<file path="src/rtl/regfile_write_arbiter.sv">
// Register file write-port sequencer: clears NUM_REGS entries after reset, then round-robin arbitrates NUM_REQ writers.
// Latency: 1 cycle from handshake to rf_we. Backpressure: one ready per cycle, never without valid, all low while clearing.
// Option REGFILE_ZERO_GUARD_EN: accepted writes to address 0 are dropped on the port so register 0 stays zero.
module regfile_write_arbiter #(
    parameter int NUM_REQ  = 2,
    parameter int DATA_W   = 32,
    parameter int ADDR_W   = 5,
    parameter int NUM_REGS = 32,
    localparam int GNT_W   = (NUM_REQ > 1) ? $clog2(NUM_REQ) : 1
) (
    input  logic                      clock,
    input  logic                      reset,
    input  logic [NUM_REQ-1:0]        req_valid,
    output logic [NUM_REQ-1:0]        req_ready,
    input  logic [NUM_REQ*ADDR_W-1:0] req_addr,
    input  logic [NUM_REQ*DATA_W-1:0] req_data,
    output logic                      rf_we,
    output logic [ADDR_W-1:0]         rf_waddr,
    output logic [DATA_W-1:0]         rf_wdata,
    output logic                      init_busy,
    output logic [GNT_W-1:0]          grant_id
);

    typedef enum logic [0:0] {
        ST_INIT = 1'b0,
        ST_ARB  = 1'b1
    } state_e;

    localparam logic [ADDR_W-1:0] LAST_ADDR = ADDR_W'(NUM_REGS - 1);
    localparam logic [GNT_W-1:0]  LAST_REQ  = GNT_W'(NUM_REQ - 1);

    state_e              state_q, state_d;
    logic [ADDR_W-1:0]   cnt_q, cnt_d;
    logic [GNT_W-1:0]    ptr_q, ptr_d;
    logic                rf_we_q, rf_we_d;
    logic [ADDR_W-1:0]   rf_waddr_q, rf_waddr_d;
    logic [DATA_W-1:0]   rf_wdata_q, rf_wdata_d;
    logic [GNT_W-1:0]    grant_q, grant_d;
    logic                init_busy_q, init_busy_d;

    logic                gnt_found;
    logic [GNT_W-1:0]    gnt_idx;
    logic                xfer;
    logic [ADDR_W-1:0]   sel_addr;
    logic [DATA_W-1:0]   sel_data;

    // State register
    always_ff @(posedge clock) begin
        if (reset) begin
            state_q     <= ST_INIT;
            cnt_q       <= '0;
            ptr_q       <= '0;
            rf_we_q     <= 1'b0;
            rf_waddr_q  <= '0;
            rf_wdata_q  <= '0;
            grant_q     <= '0;
            init_busy_q <= 1'b1;
        end else begin
            state_q     <= state_d;
            cnt_q       <= cnt_d;
            ptr_q       <= ptr_d;
            rf_we_q     <= rf_we_d;
            rf_waddr_q  <= rf_waddr_d;
            rf_wdata_q  <= rf_wdata_d;
            grant_q     <= grant_d;
            init_busy_q <= init_busy_d;
        end
    end

    // Next-state logic
    always_comb begin
        state_d = state_q;
        case (state_q)
            ST_INIT: if (cnt_q == LAST_ADDR) state_d = ST_ARB;
            ST_ARB:  state_d = ST_ARB;
            default: state_d = ST_INIT;
        endcase
    end

    // Round-robin search starting at the pointer, wrapping modulo NUM_REQ
    always_comb begin
        gnt_found = 1'b0;
        gnt_idx   = '0;
        for (int k = 0; k < NUM_REQ; k++) begin
            if (!gnt_found && req_valid[(int'(ptr_q) + k) % NUM_REQ]) begin
                gnt_found = 1'b1;
                gnt_idx   = GNT_W'((int'(ptr_q) + k) % NUM_REQ);
            end
        end
    end

    assign xfer     = (state_q == ST_ARB) && gnt_found;
    assign sel_addr = req_addr[int'(gnt_idx)*ADDR_W +: ADDR_W];
    assign sel_data = req_data[int'(gnt_idx)*DATA_W +: DATA_W];

    // Output / datapath logic
    always_comb begin
        req_ready   = '0;
        cnt_d       = cnt_q;
        ptr_d       = ptr_q;
        rf_we_d     = 1'b0;
        rf_waddr_d  = rf_waddr_q;
        rf_wdata_d  = rf_wdata_q;
        grant_d     = grant_q;
        // Stays high through the cycle that presents the last clear write
        init_busy_d = (state_q == ST_INIT);

        case (state_q)
            ST_INIT: begin
                rf_we_d    = 1'b1;
                rf_waddr_d = cnt_q;
                rf_wdata_d = '0;
                cnt_d      = cnt_q + ADDR_W'(1);
            end
            ST_ARB: begin
                if (xfer) begin
                    req_ready[gnt_idx] = 1'b1;
`ifdef REGFILE_ZERO_GUARD_EN
                    rf_we_d = (sel_addr != '0);
`else
                    rf_we_d = 1'b1;
`endif
                    rf_waddr_d = sel_addr;
                    rf_wdata_d = sel_data;
                    grant_d    = gnt_idx;
                    ptr_d      = (gnt_idx == LAST_REQ) ? '0 : gnt_idx + GNT_W'(1);
                end
            end
            default: ;
        endcase
    end

    assign rf_we     = rf_we_q;
    assign rf_waddr  = rf_waddr_q;
    assign rf_wdata  = rf_wdata_q;
    assign grant_id  = grant_q;
    assign init_busy = init_busy_q;

    a_ready_needs_valid: assert property (@(posedge clock) disable iff (reset)
        (req_ready & ~req_valid) == '0);
    a_ready_onehot0: assert property (@(posedge clock) disable iff (reset)
        $onehot0(req_ready));
    a_no_ready_in_init: assert property (@(posedge clock) disable iff (reset)
        (state_q == ST_INIT) |-> (req_ready == '0));

endmodule

</file>
<file path="config.mk">
export PLATFORM = sky130hd
export DESIGN_NAME = regfile_write_arbiter
export DESIGN_NICKNAME = d
export VERILOG_FILES = /design/src/rtl/regfile_write_arbiter.sv
export SDC_FILE = /design/constraint.sdc
export NUM_CORES = 1
export LEC_CHECK = 0
export ABC_AREA = 1
export BUFFER_PORTS_ARGS = -buffer_cell sky130_fd_sc_hd__buf_2
export CORE_MARGIN = 5
export CORE_UTILIZATION = 47
export CTS_BUF_LIST = sky130_fd_sc_hd__clkbuf_8
export CTS_CLUSTER_SIZE = 24
export DETAILED_ROUTE_END_ITERATION = 12
export GPL_TIMING_DRIVEN = 0
export PLACE_DENSITY = 0.81
export SYNTH_ARGS = -nofsm -noshare
export SYNTH_HDL_FRONTEND = slang
export SYNTH_SLANG_ARGS = --single-unit
</file>
<file path="constraint.sdc">
create_clock -name clock -period 1.3 [get_ports clock]
set_input_delay 0.13 -clock clock [delete_from_list [all_inputs] [get_ports clock]]
set_output_delay 0.13 -clock clock [all_outputs]
set_load 0.005 [all_outputs]
</file>
==> flow_results.org <==
** Synth
- In this run, synthesis produced a sequential element count of 47.
- The number of nets handed over by synthesis was 436.
- YS warnings :: 0
- Counting every instance in the synthesized netlist gives 356.
- Summing every instance area after synthesis gives 0.00241 mm².
- Sequential elements use 39.1% of the synthesized area.
- Mean Syn Cell Area :: 6.77 µm²
- Unique cell type count in the Yosys netlist :: 22

** Power and ir drop
- Registers are responsible for between 50% and 60% of the overall power.
- Summing internal, switching and leakage power gives 0.00282 W.
- Cell internal power was estimated by the tool at 0.00212 W.
- The clock network is responsible for 33.6% of the overall power.
- Static leakage :: 1.69 nW
- Net switching power :: 0.000700 W
- Net switching fraction of the power :: 24.8%
- Worst ir drop on vdd :: 608 µV
- Comb pwr share :: 14.6%
- Power spread over the standard cell area amounts to 831 mW/mm².

** Clock tree
- No sink is reached through more buffers than the 2 on the longest clock path.
- Clock tree from TritonCTS :: done
- Cts bufs inserted :: 5
- CTS root buffer :: clkbuf_8
- Source-to-sink clock delay at the later pin of the worst-skew pair :: slightly below 0.3 ns
- Sinks on the clock net :: 47
- For this design, the CTS-stage hold fixing added 0 buffers.
- Clock transition at path regs :: 0.09 ns
- CTS built an H-tree with a depth of 2.

** Worst setup path
- Path depth of the worst reg2reg path :: 9
- Category of the worst setup path launch point :: register
- STA puts the critical path data arrival time at ~1.2 ns.
- Critical path capture point type :: output pin
- In this design, the stage delay of the slowest critical-path cell is 0.34 ns.
- In this run the critical register-to-register path is launched from ptr_q$_SDFFE_PP0P_.
- The slowest stage of the critical path is the dfxtp_2 cell.
- The critical path goes through inv_2 > nand2_4 > buf_8 > buf_8 > nand3_4 > inv_2 > buf_6.
- The worst setup path is of the reg -> out kind.
- The worst register-to-register path ends at rf_wdata[7]$_SDFFE_PP0P_.
- Broken down by cell family, the worst path's largest delay share belongs to buffers and inverters.
- Across all register-to-register paths, the minimum setup slack is -0.01 ns.
- Crit Path Max Fanout :: 5
- Crit path buffers/inverters :: 5
- Required time worst endpoint :: between 1 and 1.5 ns

** GRT
- Overall global routing resource usage :: 20.9%
- The number of antenna violations at the first check in global routing came to 0.
- The first global-routing pass estimated 10.9 mm of wire.
- Maximum number of pins on one net before global-route repair :: 14
- Sum of overflow across all layers after global routing :: 0
- Via count of the first global-routing pass :: between 2,000 and 2,500

** Placed design
- Placer congestion estimate :: 0.786
- Port buffering added 118 buffers.
- Once detailed placement completed, the half-perimeter wirelength came to 5.19 mm.

** Floorplan
- Core footprint :: between 0.005 and 0.006 mm²
- From left edge to right edge, the die measures 81.6 µm.
- Number of top-level pins :: 120
- The die covers 0.00666 mm².
- Placement row count :: 26
- Measured along the y axis, the die boundary spans 81.6 µm.
- Starting density of the core :: 47.8%

** Final layout
- The number of antenna diodes in the final layout is 0.
- Number of nets in the layout :: approximately 570
- Relative area change from synthesis to final layout :: 41.0%
- Number of filler cells placed in the layout :: 470
- Fraction of layout instances using a drive strength above 1 :: 40.3%

** Status
- The run finished, with violations left.
- The checks that failed: setup timing.

** Timing
- Across all hold checks on the routed design, the worst slack comes to 0.168 ns.
- Hold Vio Cnt, Final :: 0
- Setup violations remaining at the end of the flow were counted as 3.
- Setup slack on the critical path of the routed design comes to -0.0574 ns.
- Final period demand of the worst path :: 1.36 ns
- In the finished design, the share of the clock period the worst path needs comes to 104%.
- Setup repair after global routing could not meet its margin everywhere.
- Actual slew at the worst max-slew pin :: 0.702 ns
- Slew HR :: about 53%
- The number of slew-limit violations in the final report is 0.
- Timing would allow up to 737 MHz.
- On the final layout, the worst clock skew is a little under 0.006 ns.

** Detailed routing
- Average wire per standard cell :: around 13 µm
- After detailed routing, the number of vias per cell comes to 4.87.
- Routed Antenna Nets :: 0
- The first detailed-routing pass took 4 iterations.
- Initial DRC Count :: 108
- After detailed routing, the number of remaining DRC violations is 0.
- For this block, the via count after detailed routing is 2,747.
- Summed over all layers, the routed wires come to around 7.1 mm.

** Min path
- WHS Endpoint :: rf_wdata[1]$_SDFFE_PP0P_
- The worst hold path passes through 5 cells.
- In this run the worst hold path is classified as in -> reg.
- Worst hold start :: req_data[1]

** Flow run
- The tool flagged a number of max-cap violations equal to 0.
worst max path at each step:
stage	start	to	slack [ns]	cells past startpoint
final	ptr_q$_SDFFE_PP0P_	req_ready[1]	-0.06	7
after global routing	ptr_q$_SDFFE_PP0P_	req_ready[1]	-0.14	7
after CTS	ptr_q$_SDFFE_PP0P_	req_ready[1]	-0.07	7
after detailed placement	ptr_q$_SDFFE_PP0P_	rf_wdata[18]$_SDFFE_PP0P_	-0.04	7
after global placement	ptr_q$_SDFFE_PP0P_	rf_wdata[19]$_SDFFE_PP0P_	-0.004	7
after floorplan	cnt_q[0]$_SDFFE_PP0N_	cnt_q[4]$_SDFFE_PP0N_	0.08	6
state kept, by name, indices dropped and copies added (netlist names):
name / cells
state_q: 1
grant_id: 1
init_busy: 1
rf_wdata: 32
rf_we: 1
ptr_q: 1
rf_waddr: 5
cnt_q: 5
power by group through the flow:
| stage | logic [W] | registers, W | clock network [W] |
|---|---|---|---|
| floorplan | 0.000207 | 0.00149 | 0 |
| global placement | 0.000370 | 0.00149 | 0 |
| detailed placement | 0.000377 | 0.00150 | 0 |
| CTS | 0.000401 | 0.00146 | 0.000971 |
| global route | 0.000461 | 0.00146 | 0.00104 |
| finish | 0.000411 | 0.00146 | 0.000948 |
kinds of logic after synthesis:
family / Yosys count / share of synthesized area [%]
AO/OA/AOI/OAI: 46 / 11.2
AND/OR/NAND/NOR: 215 / 38.3
flip-flops: 47 / 39.1
adder cells (fa/ha/maj): 2 / 1.04
buffers and inverters: 46 / 10.4
area by class of cell:
cell class | count | area, µm² | area share [%]
inverters | 21 | 88.8 | 2.62
flip-flops and latches | 47 | 946 | 27.8
clock inverters | 1 | 3.75 | 0.110
multi-input cells | 263 | 1270 | 37.4
clock buffers | 7 | 96.3 | 2.84
repair buffers | 131 | 699 | 20.6
well taps | 70 | 87.6 | 2.58
plain buffers | 24 | 204 | 6.00
per-stage QoR:
stage,setup TNS [ns],std cells,utilization [%],setup WS (ns),instance area (µm²)
global route,-2.68,564,67.4,-0.140,3400
detailed placement,-0.531,544,61.2,-0.0433,3090
global placement,-0.0281,544,61.2,-0.00428,3090
finish,-0.103,564,67.4,-0.0574,3400
CTS,-0.307,562,65.9,-0.0682,3320
floorplan,0,356,-,0.0804,2410
synth_stat cells (all sizes together):
cell type | number | area (µm²)
inv | 21 | 78.8
a21oi | 42 | 248
nor2 | 15 | 56.3
a31oi | 1 | 6.26
buf | 18 | 145
nor4 | 1 | 6.26
ha | 2 | 25.0
clkbuf | 7 | 26.3
o21ai | 3 | 15.0
nand3 | 39 | 200
nand4 | 1 | 21.3
nor3 | 4 | 20.0
dfxtp | 47 | 941
nand2 | 155 | 619
metal layers:
metal | global-route usage [%] | part of all wire, %
met4 | 5.98 | 0.46
met5 | 0 | 0
met2 | 38.0 | 52
met1 | 24.7 | 42
met3 | 4.06 | 5.3
cell usage in the layout (no fill, tap or decap), types with 2 or more instances in the layout:
cell type  Yosys  layout
nand3_1       38      37
buf_4          3      11
dfxtp_1       47      43
clkbuf_4       0       2
o21ai_0        3       3
clkbuf_1       7       6
dfxtp_2        0       4
nand2_1      142     140
nor3_1         4       3
buf_6          6      10
nand3_4        0       2
nand2_4        1       3
nor2_1        15      14
buf_8          1       4
a21oi_1       32      29
inv_2          4       4
nand2_2       12      12
buf_2          8     122
inv_1         17      16
a21oi_2       10      13
clkbuf_8       0       7
ha_1           2       2
worst reg2reg max path, delay by kind of cell, from the launching register on:
kind                   cells  cell delay, ns
AOI/OAI and AO/OA          1            0.05
buffers and inverters      3            0.39
DFF                        1            0.36
and+or+nand+nor            5            0.38
what timing repair did:
action / 4_1_cts / 5_1_grt
buffers inserted: 11 / 1
gates resized for setup: 22 / 17
pin swaps: 2 / 4
endpoints found under the setup margin: 23 / 37
gates cloned: 0 / 1
Power figures use the tool's default switching activity.
